[config.mk]
export PLATFORM = sky130hd
export DESIGN_NAME = seq_pattern_detector
export DESIGN_NICKNAME = d
export VERILOG_FILES = /design/src/rtl/seq_pattern_detector.sv
export SDC_FILE = /design/constraint.sdc
export NUM_CORES = 1
export LEC_CHECK = 0
export CAP_MARGIN = 20
export CORE_MARGIN = 5
export CORE_UTILIZATION = 53
export DETAILED_ROUTE_END_ITERATION = 10
export MAX_ROUTING_LAYER = met4
export PLACE_DENSITY = 0.91
export RECOVER_POWER = 100
export SLEW_MARGIN = 20
export SYNTH_ARGS = -nofsm -noshare
export SYNTH_HDL_FRONTEND = slang
export SYNTH_SLANG_ARGS = --single-unit
[constraint.sdc]
create_clock -name clk -period 3 [get_ports clk]
set_input_delay 0.3 -clock clk [delete_from_list [all_inputs] [get_ports clk]]
set_output_delay 0.3 -clock clk [all_outputs]
set_load 0.03 [all_outputs]
[src/rtl/seq_pattern_detector.sv]
// Serial bit-pattern detector: runtime-loadable pattern/length, overlap select, saturating match count.
// Latency: z and cfg_err are registered one cycle after the completing bit / config request.
// Backpressure: none; en qualifies input bits, and en=0 freezes the shift history.
module seq_pattern_detector #(
  parameter int                 MAX_LEN     = 8,
  parameter int                 CNT_W       = 8,
  parameter logic [MAX_LEN-1:0] DEFAULT_PAT = 8'b0001_0110,
  parameter int                 DEFAULT_LEN = 5,
  localparam int                LEN_W       = $clog2(MAX_LEN+1)
) (
  input  logic               clk,
  input  logic               reset_n,
  input  logic               en,
  input  logic               x,
  input  logic               overlap,
  input  logic               cfg_load,
  input  logic [MAX_LEN-1:0] cfg_pattern,
  input  logic [LEN_W-1:0]   cfg_len,
  input  logic               cnt_clr,
  output logic               z,
  output logic               cfg_err,
  output logic [CNT_W-1:0]   match_cnt
);

  logic [MAX_LEN-1:0] hist_q, hist_d;
  logic [LEN_W-1:0]   fill_q, fill_d;
  logic [MAX_LEN-1:0] pat_q, pat_d;
  logic [LEN_W-1:0]   len_q, len_d;
  logic               z_q, z_d;
  logic               cfg_err_q, cfg_err_d;
  logic [CNT_W-1:0]   cnt_q, cnt_d;

  logic               cfg_ok;
  logic [MAX_LEN-1:0] win;
  logic [MAX_LEN-1:0] mask;
  logic [LEN_W-1:0]   fill_inc;
  logic               enough_bits;
  logic               hit;

  // Window compare, config validation and next-state selection.
  always_comb begin
    cfg_ok      = cfg_load && (cfg_len != '0) && (cfg_len <= LEN_W'(MAX_LEN));
    win         = {hist_q[MAX_LEN-2:0], x};
    mask        = '0;
    for (int i = 0; i < MAX_LEN; i++) begin
      mask[i] = (LEN_W'(i) < len_q);
    end
    // len_q is never zero, so len_q-1 cannot underflow.
    enough_bits = (fill_q >= (len_q - LEN_W'(1)));
    // A legal config load in the same cycle discards the bit, so it can never hit.
    hit         = en && !cfg_ok && enough_bits && (((win ^ pat_q) & mask) == '0);
    fill_inc    = (fill_q == LEN_W'(MAX_LEN)) ? fill_q : (fill_q + LEN_W'(1));

    hist_d    = hist_q;
    fill_d    = fill_q;
    pat_d     = pat_q;
    len_d     = len_q;
    z_d       = hit;
    cfg_err_d = cfg_load && !cfg_ok;
    cnt_d     = cnt_q;

    if (cfg_ok) begin
      pat_d  = cfg_pattern;
      len_d  = cfg_len;
      hist_d = '0;
      fill_d = '0;
    end else if (en) begin
      hist_d = win;
      // Non-overlapping mode restarts the fill so the next match needs len fresh bits.
      fill_d = (hit && !overlap) ? '0 : fill_inc;
    end

    // Clear wins over a simultaneous hit; otherwise count up and stick at all-ones.
    if (cnt_clr) begin
      cnt_d = '0;
    end else if (hit && (cnt_q != '1)) begin
      cnt_d = cnt_q + CNT_W'(1);
    end
  end

  // State and output registers.
  always_ff @(posedge clk or negedge reset_n) begin
    if (!reset_n) begin
      hist_q    <= '0;
      fill_q    <= '0;
      pat_q     <= DEFAULT_PAT;
      len_q     <= LEN_W'(DEFAULT_LEN);
      z_q       <= 1'b0;
      cfg_err_q <= 1'b0;
      cnt_q     <= '0;
    end else begin
      hist_q    <= hist_d;
      fill_q    <= fill_d;
      pat_q     <= pat_d;
      len_q     <= len_d;
      z_q       <= z_d;
      cfg_err_q <= cfg_err_d;
      cnt_q     <= cnt_d;
    end
  end

  assign z         = z_q;
  assign cfg_err   = cfg_err_q;
  assign match_cnt = cnt_q;

endmodule

==> metrics.yaml <==
status: "finished with violations"
violations: "capacitance limit, slew limit"
die_height_um: 68.8
r2r_start: "len_q[0]"
synth_xor_area_share_pct: 5.75
nNetsFinal: 234
utilization_pct: 66.0
slew-limit-headroom_pct: -14.0
die_x_um: 68.8
crit_type: "reg -> reg"
finalWirelength_um: 3460
grt_use_met1_pct: 21.4
ant_nets: 0
synth_mux_area_share_pct: 10.5
ys_ff_latch: 33
hold_viol_final: 0
clkSlewWorstSetupHoldPaths_ps: 100
cp-start-kind: "register"
ys_seq_area_share_pct: 45.5
cts_buffers: 5
yosysWarnings: 0
drtIter0Drc: 108
busiest_layer: "met2"
synthDistinctLibCells: 40
hold_path_depth: 3
whs_ps: 531
port_buffers: 28
hp-class: "in -> reg"
syn_inst: 172
synth_top_family_by_area: "simple AND/OR/NAND/NOR gates"
syn-mean-instance-area_um2: 10.6
critPathBufInv: 2
drive_above_1_share_pct: 14.1
fill_cells: 283
grt_overflow_total: 0
syn-num-nets: 201
critPathTopFamily: "compound AO/OA/AOI/OAI gates"
register_area_um2: 832
clk_latency_ps: 340
reg2regPathDepth: 9
crit_top_cell: "ha_1"
die_area_um2: 4730
tns_ps: 0
dp_hpwl_um: 2530
slowest_stage: "a2111oi_0"
cp_cell_sequence: "inv_1 -> ha_1 -> ha_1 -> a2111oi_0 -> a2111oi_4 -> nand3_4 -> clkbuf_1 -> o21ai_0 -> a21oi_1"
area_delta_synth_final_pct: 20.4
io_pins: 29
gp_congestion: 0.774
wire_per_inst_um: 13.7
regToRegSetupSlack_ps: 210
hp-start: "cfg_len[0]"
period_share_pct: 93.0
min_period_ps: 2790
synth-edff-count: 0
synthSimpleGateAreaFrac_pct: 15.9
rsz0062_at_grt: "no"
power.leakage_uw: 0.000958
crit_cells: 9
netlist_area_um2: 1830
startpoint: "len_q[0]"
grt_max_degree: 34
start_util_pct: 54.8
tightest_slew_ps: 1710
drc: 0
ir_drop_mv: 0.377
cts_hold_buf: 0
cts_htree_levels: 2
grt_first_pass_wirelength_um: 5880
synth_compound_area_share_pct: 11.7
synth_async_sr_flop_share_pct: 100
met3_usage_pct: 5.51
synth_flop_cell: "dfrtp_1"
timing.critical_path.arrival_ps: 3050
max_freq_mhz: 358
multi_input_comb_area_um2: 932
finalSetupViolCount: 0
synth_fa_ha_area_share_pct: 6.84
vias: 1366
critPathMaxFanout: 6
met2_usage_pct: 26.1
core_um2: 3340
diodes: 0
rows: 21
clock_skew_ps: 10.4
cts_sinks: 33
slew_viol_final: 34
power_density_nw_per_um2: 541
worstSetupEndpointType: "register"
cts_max_path_buffers: 2
root_buffer: "clkbuf_4"
cts_tree: "built"
grt_pass1_vias: 1317
critPathMaxStageDelay_ps: 680
cp.required_ps: 3260
grt_antenna_before_repair: 0
drv_cap: 1
first_pass_iters: 4
vias_per_cell: 5.42
track_usage_pct: 17.7
sequential cells by signal (all words and copies together) (netlist names):
register / flops
hist_q: 7
match_cnt: 8
z: 1
pat_q: 8
cfg_err: 1
fill_q: 4
len_q: 4
metrics by stage:
stage | setup WS [ps] | total power (uW) | cells | cell area, um2
floorplan | 504 | 857 | 172 | 1830
global placement | 310 | 941 | 242 | 2140
detailed placement | 220 | 959 | 242 | 2140
CTS | 155 | 1200 | 250 | 2200
global route | 12.1 | 1280 | 252 | 2200
finish | 209 | 1190 | 252 | 2200
path summary, 6_finish.rpt:
kind | to
worst max-delay path | match_cnt[3]
worst min-delay path | len_q[0]
worst max register to register | match_cnt[3]
worst min register to register | pat_q[7]
max in group asynchronous | fill_q[3]
min in group asynchronous | hist_q[1]
area by class of cell:
class,count,share of cell area (%)
Multi-Input combinational cell,126,42.3
Timing Repair Buffer,33,13.9
Clock inverter,2,0.455
Tap cell,46,2.61
Sequential cell,33,37.8
Clock buffer,6,1.88
Inverter,6,1.02
worst reg2reg max path: cells and delay by family, from the launching register on:
| kind | cells | cell delay, ps |
|---|---|---|
| AO/OA/AOI/OAI | 4 | 1130 |
| adder cells (fa/ha/maj) | 2 | 550 |
| flip-flops | 1 | 580 |
| buffers and inverters | 2 | 300 |
| AND/OR/NAND/NOR | 1 | 150 |
placed cells by master (no fill, tap or decap), types with 2 or more instances in the layout:
cell	Yosys	final
or4_1	2	2
buf_4	0	2
dfrtp_1	28	28
mux2i_1	9	8
clkbuf_4	0	5
a311oi_1	2	2
nand2b_1	3	3
ha_1	10	10
nor3_1	3	4
o31ai_1	2	2
clkinv_2	0	2
and3_1	2	2
mux2_2	9	9
inv_1	6	6
nand3_1	5	5
nor2b_1	3	3
or3_1	3	3
xnor2_1	9	9
clkdlybuf4s50_1	0	16
a21oi_1	13	13
o22ai_1	2	2
dfstp_2	5	5
dlygate4sd3_1	0	12
xor2_1	3	3
clkbuf_1	3	4
nand2_1	9	9
nor2_1	16	16
o21ai_0	6	6
Yosys cell counts, drive strengths merged (4+ instances only):
| cell type | n | share of area [%] |
|---|---|---|
| inv | 6 | 1.2 |
| nand2 | 9 | 1.8 |
| dfstp | 5 | 7.2 |
| nand3 | 6 | 1.9 |
| xnor2 | 9 | 4.3 |
| o21ai | 7 | 1.9 |
| mux2 | 9 | 5.5 |
| mux2i | 9 | 4.9 |
| buf | 4 | 2.1 |
| nor2 | 16 | 3.3 |
| dfrtp | 28 | 38 |
| a21oi | 13 | 3.6 |
| ha | 10 | 6.8 |
| nor3 | 4 | 1.4 |
report_power, final:
part / total [uW] / internal (uW) / switching (uW)
Sequential: 583 / 515 / 68.3
Clock: 235 / 89.1 / 146
Combinational: 374 / 183 / 190
Total: 1190 / 787 / 404
routing by layer:
metal | vias up | share of wire [%]
li1 | 678 | -
met1 | 654 | 46
met2 | 24 | 47
met3 | 10 | 4.5
met4 | 0 | 3.3
met5 | - | 0
timing repair:
| item | in CTS | in global routing |
|---|---|---|
| buffers inserted | 0 | 2 |
| resized for setup | 0 | 1 |
| setup endpoints to repair | 0 | 1 |
cells by family (layout without fill, tap and decap cells):
logic type | Yosys count | count (layout)
XOR/XNOR | 12 | 12
AO/OA/AOI/OAI | 32 | 32
buffers and inverters | 13 | 47
AND/OR/NAND/NOR | 54 | 54
multiplexers | 18 | 18
flip-flops | 33 | 33
adder cells (fa/ha/maj) | 10 | 10
Note: power is estimated with default switching activity, not from simulation.
